<file path="src/rtl/mem_access_unit.sv">
// Load/store unit between a pipeline and a combinational-read, edge-write data memory.
// Byte stores are read-modify-write so the neighbouring byte of the 16-bit word is preserved.
module mem_access_unit (
  input  logic        clock,
  input  logic        reset,
  input  logic        req_valid,
  input  logic        req_write,
  input  logic        req_byte,
  input  logic        req_signed,
  input  logic [15:0] req_addr,
  input  logic [15:0] req_wdata,
  output logic        ready,
  output logic        busy,
  output logic        done,
  output logic        err,
  output logic [15:0] load_data,
  output logic        readEnable,
  output logic        writeEnable,
  output logic [15:0] address,
  output logic [15:0] writeData,
  input  logic [15:0] readData
);

  typedef enum logic [2:0] {
    IDLE   = 3'd0,
    RD     = 3'd1,
    RMW_RD = 3'd2,
    WR     = 3'd3,
    DONE   = 3'd4
  } state_t;

  state_t      state_q, state_d;
  logic        byte_q, signed_q, err_q;
  logic [15:0] addr_q, wdata_q, load_q;
  logic [7:0]  merge_q;
  logic        accept, reject;

  // Handshake: a request is taken on any rising edge where ready=1 and req_valid=1;
  // req_* are sampled only at that edge and ignored at all other times (no queuing).
  assign accept = (state_q == IDLE) && req_valid;
  // A word at the top byte address would span past the end of memory.
  assign reject = !req_byte && (req_addr == 16'hFFFF);

  always_ff @(posedge clock or negedge reset) begin
    if (!reset) state_q <= IDLE;
    else        state_q <= state_d;
  end

  always_comb begin
    state_d = state_q;
    case (state_q)
      IDLE: begin
        if (req_valid) begin
          if (reject)          state_d = DONE;
          else if (!req_write) state_d = RD;
          else if (req_byte)   state_d = RMW_RD;
          else                 state_d = WR;
        end
      end
      RD:      state_d = DONE;
      RMW_RD:  state_d = WR;
      WR:      state_d = DONE;
      DONE:    state_d = IDLE;
      default: state_d = IDLE;
    endcase
  end

  always_ff @(posedge clock or negedge reset) begin
    if (!reset) begin
      byte_q   <= 1'b0;
      signed_q <= 1'b0;
      err_q    <= 1'b0;
      addr_q   <= 16'h0000;
      wdata_q  <= 16'h0000;
      load_q   <= 16'h0000;
      merge_q  <= 8'h00;
    end else begin
      if (accept) begin
        byte_q   <= req_byte;
        signed_q <= req_signed;
        err_q    <= reject;
        addr_q   <= req_addr;
        wdata_q  <= req_wdata;
      end
      if (state_q == RD) begin
        if (byte_q) load_q <= {{8{readData[7] & signed_q}}, readData[7:0]};
        else        load_q <= readData;
      end
      if (state_q == RMW_RD) merge_q <= readData[15:8];
    end
  end

  // Memory-port outputs decode from state and latched fields only, never from req_*.
  always_comb begin
    ready       = 1'b0;
    done        = 1'b0;
    err         = 1'b0;
    readEnable  = 1'b0;
    writeEnable = 1'b0;
    address     = 16'h0000;
    writeData   = 16'h0000;
    case (state_q)
      IDLE: ready = 1'b1;
      RD, RMW_RD: begin
        readEnable = 1'b1;
        address    = addr_q;
      end
      WR: begin
        writeEnable = 1'b1;
        address     = addr_q;
        writeData   = byte_q ? {merge_q, wdata_q[7:0]} : wdata_q;
      end
      DONE: begin
        done = 1'b1;
        err  = err_q;
      end
      default: ready = 1'b0;
    endcase
  end

  assign busy      = ~ready;
  assign load_data = load_q;

endmodule

</file>
<file path="config.mk">
export PLATFORM = sky130hd
export DESIGN_NAME = mem_access_unit
export DESIGN_NICKNAME = d
export VERILOG_FILES = /design/src/rtl/mem_access_unit.sv
export SDC_FILE = /design/constraint.sdc
export NUM_CORES = 1
export LEC_CHECK = 0
export ABC_AREA = 0
export CAP_MARGIN = 20
export CORE_ASPECT_RATIO = 0.7
export CORE_MARGIN = 2
export CORE_UTILIZATION = 45
export DETAILED_ROUTE_END_ITERATION = 8
export PLACE_DENSITY_LB_ADDON = 0.25
export RECOVER_POWER = 25
export SLEW_MARGIN = 20
export SYNTH_ARGS = -nofsm -noshare
export SYNTH_HDL_FRONTEND = slang
export SYNTH_SLANG_ARGS = --single-unit
</file>
<file path="constraint.sdc">
create_clock -name clock -period 2.7 [get_ports clock]
set_clock_uncertainty 0.1 [all_clocks]
set_input_delay 0.54 -clock clock [delete_from_list [all_inputs] [get_ports clock]]
set_output_delay 0.54 -clock clock [all_outputs]
set_load 0.01 [all_outputs]
</file>
==> insert_results.sql <==
INSERT INTO impl_metrics (metric_group, metric, value, unit) VALUES
('cells_and_area', 'layout-drive-gt1-share', '0.177', ''),
('logic_synthesis', 'synth.distinct_cells', '33', ''),
('logic_synthesis', 'synth_fa_ha_area_frac', '0', ''),
('logic_synthesis', 'mappedNetlistArea', '0.00284', 'mm^2'),
('floorplanning', 'io_pins', '108', ''),
('cts', 'holdBufCountCts', '0', ''),
('critical_path', 'critical_path_peak_fanout', '16', ''),
('sta', 'grt_setup_unrepaired', 'no', ''),
('sta', 'timing.setup.tns', '0', 'ns'),
('floorplanning', 'dieWidth', '98.9', 'um'),
('job', 'max_cap_viol', '1', ''),
('global_routing', 'first_global_vias', '2293', ''),
('critical_path', 'setup.worst_path.class', 'flop to output port', ''),
('status', 'failed_checks', 'capacitance limit', ''),
('power', 'power_per_cell_area', '1170', 'mW/mm^2'),
('sta', 'layout_setup_ws', '0.0984', 'ns'),
('logic_synthesis', 'ys_async_rst_share', '1.00', ''),
('place', 'portBuffers', '107', ''),
('routing', 'num_vias', '2317', ''),
('logic_synthesis', 'syn-instance-count', '260', ''),
('routing', 'final_wirelength', '7.10', 'mm'),
('cts', 'cts_made_buffers', '9', ''),
('logic_synthesis', 'synth_xor_area_frac', '0', ''),
('logic_synthesis', 'post_synth_mux_area_share', '0.159', ''),
('cts', 'cts_max_path_buffers', '2', ''),
('cells_and_area', 'layout.cells.non_filler', '457', ''),
('cts', 'postCtsSetupRepairBufs', '0', ''),
('cells_and_area', 'finish.net_count', '428', ''),
('critical_path', 'wp_data_arrival', '1.96', 'ns'),
('place', 'dpl.hpwl', '5.21', 'mm'),
('global_routing', 'grt_antenna_before_repair', '0', ''),
('routing', 'drt-wirelength-per-cell', '15.5', 'um'),
('logic_synthesis', 'synth_top_family_by_area', 'simple AND/OR/NAND/NOR gates', ''),
('logic_synthesis', 'synth_compound_gate_area_share', '0.0472', ''),
('logic_synthesis', 'ys_dominant_reg_cell', 'sky130_fd_sc_hd__dfrtp_1', ''),
('critical_path', 'crit_path_end_kind', 'output port', ''),
('cts', 'clk_root_buffer_cell', 'sky130_fd_sc_hd__clkbuf_8', ''),
('routing', 'antenna_violating_nets_post_route', '0', ''),
('logic_synthesis', 'ys_seq_elements', '62', ''),
('sta', 'timing_max_transition_violations_final', '0', ''),
('power', 'peak_vdd_ir', '0.000643', 'V'),
('cts', 'clk-insertion-delay-late', '0.33', 'ns'),
('logic_synthesis', 'synth_warnings', '0', ''),
('sta', 'finalHoldViolCount', '0', ''),
('logic_synthesis', 'synth_seq_area_share', '0.547', ''),
('logic_synthesis', 'synth_area_per_cell', '10.9', 'um^2'),
('critical_path', 'worst-endpoint-required', '2.06', 'ns'),
('global_routing', 'global_route_wire_length_before_repair', '11.4', 'mm'),
('floorplanning', 'initial_core_util', '0.461', ''),
('floorplanning', 'die_height', '70.4', 'um'),
('logic_synthesis', 'synth_simple_gate_area_frac', '0.204', ''),
('global_routing', 'global_route.overflow_total', '0', ''),
('floorplanning', 'die_area', '0.00697', 'mm^2'),
('cts', 'clk_pin_slew_worst_paths', '0.07', 'ns'),
('sta', 'timing.final.setup_violations', '0', ''),
('routing', 'first_pass_iters', '4', ''),
('place', 'place_ws', '0.188', 'ns'),
('power', 'p_leak', '1.86', 'nW'),
('worst_hold_path', 'hold_path_depth', '2', ''),
('place', 'place.gp.congestion', '0.836', ''),
('cts', 'tritoncts', 'done', ''),
('sta', 'timing_worst_slew_pin_value', '1.49', 'ns'),
('routing', 'drt_iter0_drc', '78', ''),
('sta', 'period_needed', '2.60', 'ns'),
('critical_path', 'reg2regPathDepth', '4', ''),
('global_routing', 'global_router_s_overall_resource_usage', '0.212', ''),
('sta', 'fmax', '384', 'MHz'),
('logic_synthesis', 'post_synth_edffs', '0', ''),
('critical_path', 'crit_path_start_kind', 'flop', ''),
('cells_and_area', 'area_growth', '48.5', '%'),
('place', 'numPlacedInstances', '440', ''),
('global_routing', 'grt_max_degree', '29', ''),
('floorplanning', 'row_count', '24', ''),
('sta', 'timing.final.crit_share', '0.964', ''),
('floorplanning', 'fp.coreArea', '0.00616', 'mm^2'),
('cts', 'cts_num_sinks', '62', ''),
('status', 'result_of_the_run', 'finished, violations left', ''),
('cells_and_area', 'antenna_cells', '0', ''),
('logic_synthesis', 'mappedNetlistNets', '314', ''),
('cts', 'cts.htree.levels', '3', ''),
('routing', 'route.detailed.drc', '0', ''),
('worst_hold_path', 'min_delay_path_class', 'flop to flop', ''),
('sta', 'timing.slew.headroom', '0.00433', ''),
('routing', 'avgViaCountPerCell', '5.07', '');
-- critical path: stages (launching register included) --
cell	delay, ns
sky130_fd_sc_hd__dfrtp_1	0.37
sky130_fd_sc_hd__nor2_1	0.08
sky130_fd_sc_hd__nor2_2	0.42
sky130_fd_sc_hd__and2_1	0.21
sky130_fd_sc_hd__clkdlybuf4s50_1	0.55
-- final timing paths --
check	from	slack, ns	end
setup / recovery	state_q[0]	0.1	address[12]
hold / removal	addr_q[0]	0.37	addr_q[0]
setup reg to reg	state_q[1]	0.92	wdata_q[13]
hold reg to reg	addr_q[0]	0.37	addr_q[0]
max in group asynchronous	reset	0.56	addr_q[2]
min in group asynchronous	reset	0.46	wdata_q[15]
-- Yosys cell counts, types with 2 or more instances --
cell type                   n  share of area
sky130_fd_sc_hd__nor3_1     2         0.0035
sky130_fd_sc_hd__dfrtp_1   62           0.55
sky130_fd_sc_hd__and3_1    10          0.022
sky130_fd_sc_hd__nor2_1    20          0.026
sky130_fd_sc_hd__and2_1    18          0.040
sky130_fd_sc_hd__mux2_2    33           0.13
sky130_fd_sc_hd__a21oi_1   16          0.028
sky130_fd_sc_hd__nand4_1    3         0.0066
sky130_fd_sc_hd__o21ai_0    3         0.0053
sky130_fd_sc_hd__inv_1      2         0.0026
sky130_fd_sc_hd__buf_2      4         0.0071
sky130_fd_sc_hd__clkbuf_1   3         0.0040
sky130_fd_sc_hd__nand2_1   52          0.069
sky130_fd_sc_hd__mux2i_1    8          0.028
sky130_fd_sc_hd__buf_6      6          0.024
-- layout make-up --
type / count / area, um^2
clock buffers: 10 / 128
repair buffers: 117 / 1140
fillers: 485 / 1940
multi-input cells: 181 / 1180
well taps: 78 / 97.6
flip-flops and latches: 62 / 1550
inverters: 3 / 11.3
clock inverters: 6 / 110
-- kinds of logic (layout without fill, tap and decap cells) --
kind of cell    Yosys count  in the layout
mux                      41             41
simple gates            115            116
flops                    62             62
buf+inv                  18            136
compound gates           24             24
-- power breakdown --
part	total (mW)	switching (mW)	internal, mW
Sequential	1.66	0.262	1.39
Clock	0.976	0.365	0.612
Combinational	2.30	1.02	1.28
Total	4.93	1.65	3.28
-- registers in the layout, summed over array words and instances, names as in the netlist --
signal,cells
load_data,16
wdata_q,16
addr_q,16
signed_q,1
err_q,1
byte_q,1
merge_q,8
state_q,3
-- stage by stage --
stage               hold WS, ns  cell area, um^2  power, mW   util
detailed placement        0.355             3970       3.95  0.644
floorplan                 0.144             2840       2.94      -
global route              0.394             4220       5.25  0.685
finish                    0.369             4220       4.93  0.685
global placement          0.353             3970       3.86  0.644
CTS                       0.131             4210       4.95  0.684
-- metal layers --
layer	routed length, um	part of all wire	global-route usage
met5	0	0	0
met4	95	0.013	0.0609
met3	501	0.071	0.0751
met2	3220	0.45	0.318
met1	3280	0.46	0.292
-- cell usage in the layout, fill, tap and decap left out, types with 2 or more instances in the layout --
master	Yosys	layout
sky130_fd_sc_hd__o21ai_0	3	3
sky130_fd_sc_hd__and3_1	10	10
sky130_fd_sc_hd__nor3_1	2	2
sky130_fd_sc_hd__mux2_2	33	33
sky130_fd_sc_hd__clkinvlp_4	0	2
sky130_fd_sc_hd__nor2_1	20	19
sky130_fd_sc_hd__mux2i_1	8	8
sky130_fd_sc_hd__clkdlybuf4s50_1	0	105
sky130_fd_sc_hd__and2_1	18	18
sky130_fd_sc_hd__nand4_1	3	3
sky130_fd_sc_hd__nand2_1	52	52
sky130_fd_sc_hd__clkbuf_8	0	9
sky130_fd_sc_hd__clkbuf_1	3	3
sky130_fd_sc_hd__inv_1	2	2
sky130_fd_sc_hd__bufinv_16	0	3
sky130_fd_sc_hd__dfrtp_1	62	62
sky130_fd_sc_hd__buf_4	1	8
sky130_fd_sc_hd__a21oi_1	16	16
-- repair_timing --
item,in CTS,in global routing
endpoints found under the setup margin,24,17
gates cloned,0,1
pin swaps,0,1
gates resized for setup,2,3
No activity file was read; power rests on OpenSTA's default activity.
